===== src/rtl/psum_accum_seq_pkg.sv =====
// Shared types and constants for the psum accumulation sequencer.
// The optional ReLU-bypass build is selected with PSUM_SEQ_RELU_BYPASS_EN.
package psum_accum_seq_pkg;

  typedef enum logic [2:0] {
    IDLE    = 3'd0,
    CLEAR   = 3'd1,
    READ    = 3'd2,
    DRAIN   = 3'd3,
    RELU    = 3'd4,
    WRITE   = 3'd5,
    DONE_ST = 3'd6
  } state_t;

  // SRAM strobes are active-low
  localparam logic sram_act  = 1'b0;
  localparam logic sram_idle = 1'b1;

  // psum SRAM Q is valid this many cycles after a cycle with CEN low
  localparam int rd_latency = 1;

endpackage


===== src/rtl/psum_accum_seq_if.sv =====
// SRAM and SFU side bus of the psum sequencer.
// The master is the sequencer; the slave is the SRAM/SFU environment.
interface psum_accum_seq_if #(
  parameter int psum_bw = 16,
  parameter int col     = 8,
  parameter int addr_bw = 11
);
  logic                     psum_cen;
  logic [addr_bw-1:0]       psum_addr;
  logic                     sfu_reset;
  logic                     sfu_mode;
  logic [psum_bw*col-1:0]   sfu_out;
  logic                     out_cen;
  logic                     out_wen;
  logic [addr_bw-1:0]       out_addr;
  logic [psum_bw*col-1:0]   out_d;

  modport master (
    output psum_cen, psum_addr, sfu_reset, sfu_mode,
    output out_cen, out_wen, out_addr, out_d,
    input  sfu_out
  );

  modport slave (
    input  psum_cen, psum_addr, sfu_reset, sfu_mode,
    input  out_cen, out_wen, out_addr, out_d,
    output sfu_out
  );
endinterface


===== src/rtl/psum_accum_seq_addr_gen.sv =====
// Running psum/output address counters: base load, step-O read advance, per-row advance.
// Arithmetic wraps modulo 2^addr_bw; no multiplier is needed.
module psum_addr_gen #(
  parameter int addr_bw = 11,
  parameter int o_bw    = 7
) (
  input  logic               clk,
  input  logic               reset,
  input  logic               load,
  input  logic               step,
  input  logic               row_next,
  input  logic [addr_bw-1:0] psum_base,
  input  logic [addr_bw-1:0] out_base,
  input  logic [o_bw-1:0]    num_o,
  output logic [addr_bw-1:0] rd_ptr,
  output logic [addr_bw-1:0] wr_ptr
);

  logic [addr_bw-1:0] row_base;
  logic [addr_bw-1:0] stride;

  always_ff @(posedge clk or negedge reset) begin
    if (!reset) begin
      row_base <= '0;
      stride   <= '0;
      rd_ptr   <= '0;
      wr_ptr   <= '0;
    end else if (load) begin
      row_base <= psum_base;
      stride   <= addr_bw'(num_o);
      rd_ptr   <= psum_base;
      wr_ptr   <= out_base;
    end else begin
      if (step)
        rd_ptr <= rd_ptr + stride;
      // rd_ptr restarts at the next row's k = 0 address
      if (row_next) begin
        row_base <= row_base + addr_bw'(1);
        rd_ptr   <= row_base + addr_bw'(1);
        wr_ptr   <= wr_ptr + addr_bw'(1);
      end
    end
  end

endmodule


===== src/rtl/psum_accum_seq.sv =====
// Streams per-row partial sums from psum SRAM into the SFU, applies ReLU, writes output SRAM.
// Optional build macro PSUM_SEQ_RELU_BYPASS_EN adds relu_en to skip the ReLU step.
//
// state   | meaning
// IDLE    | waiting for start
// CLEAR   | SFU cleared for a new output row
// READ    | K psum reads, SFU accumulates the previous read
// DRAIN   | SFU accumulates the final read
// RELU    | SFU applies ReLU
// WRITE   | SFU result written to output SRAM
// DONE_ST | one-cycle done pulse
module psum_accum_seq
  import psum_accum_seq_pkg::*;
#(
  parameter int psum_bw = 16,
  parameter int col     = 8,
  parameter int addr_bw = 11,
  parameter int kij_bw  = 4,
  parameter int o_bw    = 7
) (
  input  logic               clk,
  input  logic               reset,
  input  logic               start,
  input  logic [kij_bw-1:0]  num_kij,
  input  logic [o_bw-1:0]    num_o,
  input  logic [addr_bw-1:0] psum_base,
  input  logic [addr_bw-1:0] out_base,
`ifdef PSUM_SEQ_RELU_BYPASS_EN
  input  logic               relu_en,
`endif
  output logic               busy,
  output logic               done,
  psum_accum_seq_if.master   bus
);

  state_t             state;
  logic [kij_bw-1:0]  k_num;
  logic [kij_bw-1:0]  k_left;
  logic [o_bw-1:0]    o_left;
  logic               ag_load;
  logic               ag_step;
  logic               ag_row;
  logic [addr_bw-1:0] rd_ptr;
  logic [addr_bw-1:0] wr_ptr;
`ifdef PSUM_SEQ_RELU_BYPASS_EN
  logic               relu_q;
`endif

  assign bus.out_d = bus.sfu_out;

  always_comb begin
    ag_load = (state == IDLE) && start;
    ag_step = (state == CLEAR) || ((state == READ) && (k_left != '0));
    ag_row  = (state == WRITE) && (o_left != '0);
  end

  psum_addr_gen #(
    .addr_bw (addr_bw),
    .o_bw    (o_bw)
  ) u_addr_gen (
    .clk       (clk),
    .reset     (reset),
    .load      (ag_load),
    .step      (ag_step),
    .row_next  (ag_row),
    .psum_base (psum_base),
    .out_base  (out_base),
    .num_o     (num_o),
    .rd_ptr    (rd_ptr),
    .wr_ptr    (wr_ptr)
  );

  always_ff @(posedge clk or negedge reset) begin
    if (!reset) begin
      state         <= IDLE;
      busy          <= 1'b0;
      done          <= 1'b0;
      k_num         <= '0;
      k_left        <= '0;
      o_left        <= '0;
      bus.psum_cen  <= sram_idle;
      bus.psum_addr <= '0;
      bus.sfu_reset <= 1'b0;
      bus.sfu_mode  <= 1'b0;
      bus.out_cen   <= sram_idle;
      bus.out_wen   <= sram_idle;
      bus.out_addr  <= '0;
`ifdef PSUM_SEQ_RELU_BYPASS_EN
      relu_q        <= 1'b1;
`endif
    end else begin
      case (state)
        IDLE: begin
          if (start) begin
            k_num  <= num_kij;
            o_left <= num_o - o_bw'(1);
`ifdef PSUM_SEQ_RELU_BYPASS_EN
            relu_q <= relu_en;
`endif
            if ((num_kij == '0) || (num_o == '0)) begin
              state <= DONE_ST;
              done  <= 1'b1;
            end else begin
              state         <= CLEAR;
              busy          <= 1'b1;
              bus.sfu_reset <= 1'b1;
              bus.sfu_mode  <= 1'b0;
            end
          end
        end
        CLEAR: begin
          state         <= READ;
          bus.sfu_reset <= 1'b0;
          bus.sfu_mode  <= 1'b0;
          bus.psum_cen  <= sram_act;
          bus.psum_addr <= rd_ptr;
          k_left        <= k_num - kij_bw'(1);
        end
        READ: begin
          bus.sfu_mode <= 1'b1;
          if (k_left == '0) begin
            state        <= DRAIN;
            bus.psum_cen <= sram_idle;
          end else begin
            k_left        <= k_left - kij_bw'(1);
            bus.psum_addr <= rd_ptr;
          end
        end
        DRAIN: begin
          bus.sfu_mode <= 1'b0;
`ifdef PSUM_SEQ_RELU_BYPASS_EN
          if (!relu_q) begin
            state        <= WRITE;
            bus.out_cen  <= sram_act;
            bus.out_wen  <= sram_act;
            bus.out_addr <= wr_ptr;
          end else begin
            state <= RELU;
          end
`else
          state <= RELU;
`endif
        end
        RELU: begin
          state        <= WRITE;
          bus.sfu_mode <= 1'b0;
          bus.out_cen  <= sram_act;
          bus.out_wen  <= sram_act;
          bus.out_addr <= wr_ptr;
        end
        WRITE: begin
          bus.out_cen <= sram_idle;
          bus.out_wen <= sram_idle;
          if (o_left == '0) begin
            state <= DONE_ST;
            busy  <= 1'b0;
            done  <= 1'b1;
          end else begin
            o_left        <= o_left - o_bw'(1);
            state         <= CLEAR;
            bus.sfu_reset <= 1'b1;
          end
        end
        DONE_ST: begin
          state <= IDLE;
          busy  <= 1'b0;
          done  <= 1'b0;
        end
        default: begin
          state <= IDLE;
          busy  <= 1'b0;
          done  <= 1'b0;
        end
      endcase
    end
  end

endmodule


===== src/flat_wrapper.sv =====
// flat-port wrapper written by rule: the top's interface ports become plain ports
module psum_accum_seq_flat import psum_accum_seq_pkg::*;
#(
  parameter int psum_bw = 16,
  parameter int col     = 8,
  parameter int addr_bw = 11,
  parameter int kij_bw  = 4,
  parameter int o_bw    = 7
)
  (clk, reset, start, num_kij, num_o, psum_base, out_base, busy, done, bus_psum_cen, bus_psum_addr, bus_sfu_reset, bus_sfu_mode, bus_out_cen, bus_out_wen, bus_out_addr, bus_out_d, bus_sfu_out);
  psum_accum_seq_if #(.psum_bw(psum_bw), .col(col), .addr_bw(addr_bw)) bus_i ();
  input  logic clk;
  input  logic reset;
  input  logic start;
  input  logic [kij_bw-1:0] num_kij;
  input  logic [o_bw-1:0] num_o;
  input  logic [addr_bw-1:0] psum_base;
  input  logic [addr_bw-1:0] out_base;
  output logic busy;
  output logic done;
  output wire logic [$bits(bus_i.psum_cen)-1:0] bus_psum_cen;
  output wire logic [$bits(bus_i.psum_addr)-1:0] bus_psum_addr;
  output wire logic [$bits(bus_i.sfu_reset)-1:0] bus_sfu_reset;
  output wire logic [$bits(bus_i.sfu_mode)-1:0] bus_sfu_mode;
  output wire logic [$bits(bus_i.out_cen)-1:0] bus_out_cen;
  output wire logic [$bits(bus_i.out_wen)-1:0] bus_out_wen;
  output wire logic [$bits(bus_i.out_addr)-1:0] bus_out_addr;
  output wire logic [$bits(bus_i.out_d)-1:0] bus_out_d;
  input wire logic [$bits(bus_i.sfu_out)-1:0] bus_sfu_out;
  assign bus_psum_cen = bus_i.psum_cen;
  assign bus_psum_addr = bus_i.psum_addr;
  assign bus_sfu_reset = bus_i.sfu_reset;
  assign bus_sfu_mode = bus_i.sfu_mode;
  assign bus_out_cen = bus_i.out_cen;
  assign bus_out_wen = bus_i.out_wen;
  assign bus_out_addr = bus_i.out_addr;
  assign bus_out_d = bus_i.out_d;
  assign bus_i.sfu_out = bus_sfu_out;
  psum_accum_seq #(.psum_bw(psum_bw), .col(col), .addr_bw(addr_bw), .kij_bw(kij_bw), .o_bw(o_bw)) u_core (.clk(clk), .reset(reset), .start(start), .num_kij(num_kij), .num_o(num_o), .psum_base(psum_base), .out_base(out_base), .busy(busy), .done(done), .bus(bus_i));
endmodule

===== config.mk =====
export PLATFORM = sky130hd
export DESIGN_NAME = psum_accum_seq_flat
export DESIGN_NICKNAME = d
export VERILOG_FILES = /design/src/rtl/psum_accum_seq_pkg.sv /design/src/rtl/psum_accum_seq_if.sv /design/src/rtl/psum_accum_seq_addr_gen.sv /design/src/rtl/psum_accum_seq.sv /design/src/flat_wrapper.sv
export SDC_FILE = /design/constraint.sdc
export NUM_CORES = 1
export LEC_CHECK = 0
export ABC_AREA = 1
export CAP_MARGIN = 20
export CORE_ASPECT_RATIO = 0.7
export CORE_MARGIN = 2
export CORE_UTILIZATION = 40
export CTS_BUF_LIST = sky130_fd_sc_hd__clkbuf_8 sky130_fd_sc_hd__clkbuf_16
export DETAILED_ROUTE_END_ITERATION = 8
export GPL_ROUTABILITY_DRIVEN = 0
export PLACE_DENSITY_LB_ADDON = 0.1
export SKIP_LAST_GASP = 1
export SYNTH_ARGS = -nofsm -noshare
export SYNTH_HDL_FRONTEND = slang
export SYNTH_SLANG_ARGS = --single-unit

===== constraint.sdc =====
create_clock -name clk -period 2.6 [get_ports clk]
set_clock_uncertainty 0.05 [all_clocks]
set_input_delay 0.39 -clock clk [delete_from_list [all_inputs] [get_ports clk]]
set_output_delay 0.39 -clock clk [all_outputs]
set_load 0.05 [all_outputs]

After elaboration in Yosys (flattened, before gate mapping)

Index checks and enable logic that the tools add are counted.

Register bits after elaboration: 86
Input bits: 164
Output and inout port bits: 157
Word-level logic and storage cells: 101

$add $sub $neg: 7
Equality and inequality tests: 12
Multiplexer cells: 35
Bitwise logic cells: 1
Reduce and logical (&&, ||, !) cells: 30

Operators with widths:

| cell                                             | number |
|---|---|
| 2-to-1 mux 11 bit                                | 8 |
| adder 11 x 1 -> 11 bit, second input constant    | 2 |
| one-hot mux 11 bit (2 select lines)              | 1 |
| one-hot mux 3 bit (6 select lines)               | 1 |
| zero test 7 bit                                  | 2 |
| 2-to-1 mux 7 bit                                 | 2 |
| inequality test 2 bit, second input constant     | 7 |
| one-hot mux 7 bit (2 select lines)               | 1 |
| subtractor 7 x 1 -> 7 bit, second input constant | 2 |
| 2-to-1 mux 3 bit                                 | 4 |
| one-hot mux 1 bit (3 select lines)               | 4 |
| AND reduction 4 bit                              | 3 |
| adder 11 x 7 -> 11 bit                           | 1 |
| 2-to-1 mux 1 bit                                 | 10 |
| nonzero test 3 bit                               | 3 |
| zero test 4 bit                                  | 2 |
| one-hot mux 4 bit (2 select lines)               | 1 |
| AND reduction 2 bit                              | 4 |
| nonzero test 2 bit                               | 4 |
| subtractor 4 x 1 -> 4 bit, second input constant | 2 |
| nonzero test 7 bit                               | 1 |
| == test 3 x 2 -> 1 bit, second input constant    | 2 |
| == test 3 bit, second input constant             | 2 |
| AND reduction 3 bit                              | 2 |
| other kinds (10)                                 | 14 |

Logic depth before layout (Yosys ltp)

Gate-level depths: netlist of run 1.

Word-level depth: 6
Gate-level depth with buffers: 11
Gate-level depth less buffers: 11

Hierarchy

From an unflattened synthesis of run 1, not the netlist that was laid out.

Cell total of the unflattened synthesis: 782
Area total of the unflattened synthesis: 5968.2 um^2

Modules (own cells, without submodules):

| module         | instances | cells each | area an instance (um^2) | seq. area each (um^2) |
|---|---|---|---|---|
| psum_accum_seq | 1         | 437        | 3389.5                  | 1153.6 |
| psum_addr_gen  | 1         | 345        | 2578.7                  | 1001.0 |

Least setup slack after synthesis of run 1

OpenSTA, ideal clock, no wires.

Path type: flip-flop to flip-flop
From: register u_core.state[1]
To: register u_core.o_left[4]
Library setup time: 0.076 ns
Arrival time: 1.723 ns
Data required time: 2.474 ns
Setup slack: 0.751 ns
Stages on the path, launching flop included: 11
Path buffers: 1
Clock period less this slack: 1.849 ns
Path through: dfrtp_1 inv_2 nand3_4 buf_6 o21ai_2 ha_1 inv_1 nor2_1 nand2_1 xor2_1 o21ai_1

Longest elaborated chain between the ends: 3
Elaborated cells on any way between the ends: 7
Classes of those cells: 3 x eq/ne; 1 x mux; 3 x reduce/logical

RTL lines:

| what                                                                                | RTL line              | source |
|---|---|---|
| start, declared                                                                     | psum_accum_seq.sv:36  | `state_t state;` |
| start signal, assigned                                                              | psum_accum_seq.sv:75  | `state <= IDLE;` |
| start signal, assigned                                                              | psum_accum_seq.sv:101 | `state <= DONE_ST;` |
| start signal, assigned                                                              | psum_accum_seq.sv:104 | `state <= CLEAR;` |
| == test 3 bit / zero test 3 bit (equally long branches)                             | psum_accum_seq.sv:92  | `case (state)` |
| inequality test 2 bit (no source line) / nonzero test 2 bit (equally long branches) | --                    |  |
| AND reduction 3 bit (no source line)                                                | --                    |  |
| end signal, assigned                                                                | psum_accum_seq.sv:96  | `o_left <= num_o - o_bw'(1);` |
| end signal, assigned                                                                | psum_accum_seq.sv:159 | `o_left <= o_left - o_bw'(1);` |
| end, declared                                                                       | psum_accum_seq.sv:39  | `logic [o_bw-1:0] o_left;` |

Parallel ways exist; a longest one is shown, timed or not.
A chain may end at the register's enable or synchronous reset.

==> metrics, run 1 <==
sequential area share after synthesis=0.3703; share of the synthesized area in the top cell type=0.3613; Critical Path AT=1.69 ns; vias post-DR=4426; largest family of logic cells by synthesized area=simple AND/OR/NAND/NOR gates; Synth Area in Compound Gates=0.1041; fmax=469.2 MHz; Syn Inst Count=740; DRC=0; TritonCTS buffer count=9; # Max-Cap Violations=0; multi-input logic area=0.002315 mm²; first-pass GRT wire length=23.06 mm; Final min period=2.131 ns; Iter 0 DRT Violations=257; CP max stage delay=0.80 ns; RSZ-0062 raised after global routing=false; crit-path cells=clkdlybuf4s50_1; Final setup viols=0; row cnt=36; Starting Density=0.4140; share of layout cells above drive strength 1=0.08076; largest net degree at the start of global routing=56; area leader, netlist=dfrtp_1; top post-synthesis cells by area=dfrtp_1 36%, buf_4 17%, nand2_1 10%; post-layout util=0.4274; Leakage=2.808 nW; Clk Latency, worst-skew pair=0.34 ns; Root Driver=clkbuf_16; area growth from synthesis to layout=3.247%; most frequent cell after synthesis=nand2_1; Post-synth ARST share=1.000; clk buf depth=2; # placed instances=854; Slowest cell on crit path=clkdlybuf4s50_1; Post-synth EDFFs=0; Max-slew headroom=0.6551; io pins=321; Crit Path Class=reg -> out; fin crit share=0.8197; register area=0.002155 mm²; postcts setup bufs=0; CP Capture Type=primary output; worst-margin pin slew=0.5157 ns; delay-heaviest family, CP=buffers and inverters; top_reg_cell synth=dfrtp_1; # diodes=0; Detail Route Antenna Nets=0; Peak VDD IR=0.7079 mV; synth warn=0; CTS tree=built; Mapped Avg Cell Area=7.862 µm²; Post-synth top cells=158 x nand2_1, 130 x buf_4, 84 x dfrtp_1, 63 x nor2_1, 61 x inv_1; fin worst setup slack=0.4687 ns; Syn Nets=916; Die ar.=0.01554 mm²; fill cell count=1406; detailed placement HPWL=10.81 mm; mux cell area share after synthesis=0.01290; setup_tns=0 ns; simple logic cell fraction of the synthesized area=0.2342; height of the die=104.9 µm; outcome=finished, final reports clean; Avg Vias per Cell=5.082; Synth Area in XOR/XNOR=0.01957; core area=0.01405 mm²; clock slew at reported path FFs=0.07 ns; fin nets=852; Setup WS pre-CTS=0.4865 ns; Post-Syn Area=0.005818 mm²; Pwr Density=1465 mW/mm²; CP Buf/Inv Count=1; synthesized flop and latch total=86; vias in the first global route=4239; type of the most critical hold path=reg -> reg; GRT Util Overall=0.1895; Post-Synth Adder-Cell Area=0.02710; detailed-route wire length per cell=16.65 µm; Detailed Routing Iterations Pass 1=5; hold buffers post-CTS=1; PostCTS Resize Cnt=0; gr ovfl total=0; Layout Cells excl Fill=871; Slew Limit Fails=0; Worst EP required=2.16 ns; Hold Fails Final Rpt=0; crit start category=flop; critical-path maximum fanout=3; Total Wirelength=14.50 mm; clock sinks=86; # port buffers=64; Yosys cell types=42; Die Wd=148.2 µm; H-Tree Depth=3; initial antenna violation count=0
-- worst reg2reg max path, cell delays in order (launching register included) --
cell     delay, ns
dfrtp_1       0.47
inv_2         0.13
nand3_4       0.20
o21ai_2       0.30
ha_1          0.28
inv_1         0.06
nor2_1        0.14
nand2_1       0.08
xor2_1        0.15
o21ai_1       0.12
-- logic make-up after synthesis --
logic type	Yosys count
fa+ha+maj	12
buf+inv	214
flops	86
compound gates	108
mux	6
xor+xnor	13
simple gates	301
-- worst paths after layout --
| kind | from | endpoint | slack (ns) | depth (start not counted) |
|---|---|---|---|---|
| setup reg to reg | u_core.state[1]$_DFFE_PN0P_ | u_core.o_left[4]$_DFFE_PN0P_ | 0.56 | 9 |
| max in group asynchronous | reset | u_core.bus.out_cen$_DFFE_PN1P_ | 1.29 | 3 |
| hold / removal | u_core.bus.out_addr[1]$_DFFE_PN0P_ | u_core.bus.out_addr[1]$_DFFE_PN0P_ | 0.43 | 2 |
| min in group asynchronous | reset | u_core.bus.out_addr[3]$_DFFE_PN0P_ | 0.49 | 2 |
| hold reg to reg | u_core.bus.out_addr[1]$_DFFE_PN0P_ | u_core.bus.out_addr[1]$_DFFE_PN0P_ | 0.43 | 2 |
| setup / recovery | u_core.bus.out_cen$_DFFE_PN1P_ | bus_out_wen | 0.47 | 1 |
-- stage by stage --
| step | power, mW | instance area (µm²) | hold slack [ns] |
|---|---|---|---|
| 2_1_floorplan | 6.612 | 5818 | 0.04441 |
| 5_1_grt | 9.546 | 6007 | 0.4644 |
| 3_3_place_gp | 7.336 | 5668 | 0.3222 |
| 4_1_cts | 8.851 | 6007 | 0.4328 |
| 3_5_place_dp | 7.377 | 5668 | 0.3244 |
| 6_report | 8.802 | 6007 | 0.4264 |
-- layer usage --
layer	vias up	track usage	part of all wire
met2	211	0.2388	0.38
li1	2139	-	-
met3	37	0.08166	0.092
met5	-	0.04667	0.0037
met4	2	0.04422	0.017
met1	2037	0.2872	0.51
-- area by class of cell --
type | instances | share of cell area
clock buffer | 9 | 0.03749
clock inverter | 7 | 0.01729
inverter | 68 | 0.04416
multi-input combinational | 440 | 0.3853
sequential | 86 | 0.3587
tap | 190 | 0.03958
timing repair buffer | 71 | 0.1175
-- state kept, by name, summed over array words and instances (netlist names) --
name                        flops
u_core.bus.out_cen              1
u_core.done                     1
u_core.bus.sfu_mode             1
u_core.busy                     1
u_core.u_addr_gen.stride        7
u_core.bus.out_addr            11
u_core.u_addr_gen.rd_ptr       11
u_core.k_num                    4
u_core.bus.psum_addr           11
u_core.bus.sfu_reset            1
u_core.state                    3
u_core.o_left                   7
u_core.u_addr_gen.row_base     11
u_core.u_addr_gen.wr_ptr       11
u_core.bus.psum_cen             1
u_core.k_left                   4
-- report_power, final --
group / switching (mW) / total (mW) / internal [mW]
registers: 0.569 / 2.59 / 2.02
logic: 3.06 / 4.77 / 1.70
clock network: 0.587 / 1.44 / 0.856
-- placed cells by master (no fill, tap or decap), types with 6 or more instances in the layout --
cell,n
nand2_1,158
dfrtp_1,84
nor2_1,63
clkdlybuf4s50_1,63
inv_1,61
o21ai_0,44
nand3_1,43
a21oi_1,29
nand4_1,16
ha_1,11
o21ai_1,10
a22oi_1,9
xor2_1,9
clkbuf_16,9
nor3_1,6
buf_4,6
No activity file was read; power rests on OpenSTA's default activity.
==> run 2: changes to the inputs <==
- CORE_UTILIZATION: 40 -> 36
- clock period: 2.6 -> 1.84 ns (I/O delays scaled with it)
==> run 2 against run 1 <==
  * Sequential share of layout area decreased by 3.6 points
  * Flip-flop and latch count unchanged
  * Non-clock buffer count increased by 74
  * Via count increased by 7.9%
  * First-iteration DRC count increased by 24%
  * Register-to-register slack got worse by 0.49 ns
  * Setup slack got worse by 0.40 ns
  * Wire length increased by 7.1%
  * Combinational power increased by 68%
  * Critical path type is now reg -> reg
  * Critical endpoint is now u_core.u_addr_gen.rd_ptr[8]$_DFFE_PN0P_
  * Highest routed layer is now met4
==> metrics, run 2 (synthesis results as in run 1) <==
Detail Route Antenna Nets=0 (unchanged); Root Driver=clkbuf_16; largest net degree at the start of global routing=32 (-43%); io pins=321 (unchanged); share of layout cells above drive strength 1=0.2391 (+0.1583); outcome=finished, final reports clean; Total Wirelength=15.52 mm (+7.1%); Final setup viols=0 (unchanged); row cnt=38 (+5.6%); fin nets=928 (+8.9%); Pwr Density=2009 mW/mm² (+37%); Final min period=1.766 ns; type of the most critical hold path=in -> async; Cell Int Power=7.038 mW (+54%); worst-margin pin slew=0.4902 ns (-0.02551 ns); Crit Path Class=reg -> reg; clock power share=0.134 (-0.030); Clk Latency, worst-skew pair=0.35 ns (about the same); fill cell count=1577 (+12%); RR Startpoint=u_core.u_addr_gen.rd_ptr[0]$_DFFE_PN0P_; # Max-Cap Violations=0 (unchanged); clock sinks=86 (unchanged); height of the die=110.4 µm (+5.2%); CP max stage delay=0.40 ns (-0.40 ns); first-pass GRT wire length=24.93 mm (+8.1%); area growth from synthesis to layout=15.10%; Worst EP required=2.03 ns (-0.13 ns); vias in the first global route=4734 (+12%); critical-path maximum fanout=3 (unchanged); gr ovfl total=0 (unchanged); vias post-DR=4774 (+7.9%); Power Total=13.46 mW (+53%); CP Capture Type=flop; Iter 0 DRT Violations=318 (+24%); Slew Limit Fails=0 (unchanged); fmax=566.1 MHz; Leakage=3.216 nW (+15%); Critical Path AT=1.95 ns (+0.26 ns); detailed placement HPWL=11.75 mm (+8.6%); Max-slew headroom=0.6745 (+0.01938); crit start category=flop; # diodes=0 (unchanged); clock slew at reported path FFs=0.07 ns (about the same); setup slack, reg-to-reg=0.07 ns (-0.49 ns); fin crit share=0.9600; worst reg-to-reg path cell count=11 (+2); post-layout util=0.4281 (+0.0006530); Hold Fails Final Rpt=0 (unchanged); # port buffers=64 (unchanged); H-Tree Depth=3 (unchanged); Comb power frac=0.597 (+0.056); Die Wd=155.9 µm (+5.3%); CTS tree=built; Peak VDD IR=0.9640 mV (+36%); sequential share of power=0.269 (-0.026); most frequent cells in the layout=157 x nand2_1, 100 x buf_4, 80 x dfrtp_1; clk buf depth=2 (unchanged); Die ar.=0.01721 mm² (+11%); DRC=0 (unchanged); RSZ-0062 raised after global routing=true; Critical R2R Capture=u_core.u_addr_gen.rd_ptr[8]$_DFFE_PN0P_; GRT Util Overall=0.1865 (-0.002964); Switching Share=0.4769 (-0.002152); detailed-route wire length per cell=16.22 µm (-2.5%); Detailed Routing Iterations Pass 1=5 (unchanged); core area=0.01564 mm² (+11%); NetSw=6.417 mW (+52%); Starting Density=0.3719 (-0.04206); commonest non-fill, non-tap cell in the layout=nand2_1; Slowest cell on crit path=fa_2; crit-path cells=ha_4, inv_2, fa_2, inv_2, nand3_2, nand3_2, nand4_1, nand2_1, nand2_1, nand3_1, a21oi_1; initial antenna violation count=0 (unchanged); TritonCTS buffer count=9 (unchanged); Avg Vias per Cell=4.989 (-1.8%)
[run 2: cell count changes in the layout (fill, tap and decap cells not counted), moves of 5 or more]
| cell | previous run | this run |
|---|---|---|
| ha_4 | 0 | 5 |
| clkdlybuf4s50_1 | 63 | 34 |
| o21ai_0 | 44 | 37 |
| buf_12 | 1 | 6 |
| ha_1 | 11 | 4 |
| buf_4 | 6 | 100 |
| o21ai_1 | 10 | 15 |
[run 2: final cells by class]
type / count / area (µm²) / area share
Clock buffer: 9 / 225.2 / 0.03363
Timing Repair Buffer: 145 / 1256 / 0.1876
Inverter: 68 / 267.8 / 0.03999
Clock inverter: 7 / 55.05 / 0.008221
Tap cell: 200 / 250.2 / 0.03737
Multi-Input combinational cell: 442 / 2482 / 0.3707
Sequential cell: 86 / 2160 / 0.3225
[run 2: layer usage]
| layer | GRT usage | share of wire |
|---|---|---|
| met1 | 0.2800 | 0.52 |
| met2 | 0.2544 | 0.39 |
| met3 | 0.06372 | 0.086 |
| met4 | 0.04260 | 0.011 |
| met5 | 0 | 0 |
[run 2: power groups by stage]
| stage | clock network (mW) | logic [mW] | registers, mW |
|---|---|---|---|
| after floorplan | 0 | 4.89 | 4.46 |
| after global placement | 0 | 7.52 | 3.58 |
| after detailed placement | 0 | 7.61 | 3.57 |
| after CTS | 1.84 | 7.63 | 3.56 |
| after global routing | 1.90 | 8.92 | 3.76 |
| final | 1.80 | 8.03 | 3.62 |
[run 2: timing repair]
item	in CTS	in global routing
hold buffers	1	0
buffers inserted	0	4
pin swaps	0	14
resized for setup	7	37
setup endpoints to repair	7	24
endpoints found under the hold margin	27	0
gates cloned	0	2
[run 2: metrics by stage]
stage	TNS, ns	instance area (µm²)	hold slack [ns]	worst slack [ns]	std cells
after global placement	-0.1130	6216	0.1931	-0.07148	934
after CTS	0	6507	0.3774	0.009760	951
after detailed placement	-0.2173	6216	0.2005	-0.1144	934
after floorplan	0	5828	-0.06959	0.03656	740
after global routing	-0.2589	6696	0.4010	-0.07039	957
final	0	6696	0.3634	0.07364	957
[run 2: critical path: cells and delay by family, from the launching register on]
kind | cells | cell delay [ns]
AO/OA/AOI/OAI | 1 | 0.06
flip-flops | 1 | 0.39
AND/OR/NAND/NOR | 6 | 0.48
buffers and inverters | 2 | 0.13
adder cells (fa/ha/maj) | 2 | 0.55
[run 2: worst max path at each step]
| stage | start | to | slack (ns) | depth (start not counted) |
|---|---|---|---|---|
| after detailed placement | u_core.state[1]$_DFFE_PN0P_ | u_core.o_left[4]$_DFFE_PN0P_ | -0.11 | 9 |
| final | u_core.u_addr_gen.rd_ptr[0]$_DFFE_PN0P_ | u_core.u_addr_gen.rd_ptr[8]$_DFFE_PN0P_ | 0.07 | 11 |
| after CTS | u_core.state[1]$_DFFE_PN0P_ | u_core.o_left[4]$_DFFE_PN0P_ | 0.01 | 9 |
| after global placement | num_kij[1] | u_core.bus.sfu_reset$_DFFE_PN0P_ | -0.07 | 10 |
| after floorplan | u_core.state[1]$_DFFE_PN0P_ | u_core.o_left[4]$_DFFE_PN0P_ | 0.04 | 10 |
| after global routing | u_core.u_addr_gen.stride[0]$_DFFE_PN0P_ | u_core.u_addr_gen.rd_ptr[8]$_DFFE_PN0P_ | -0.07 | 11 |
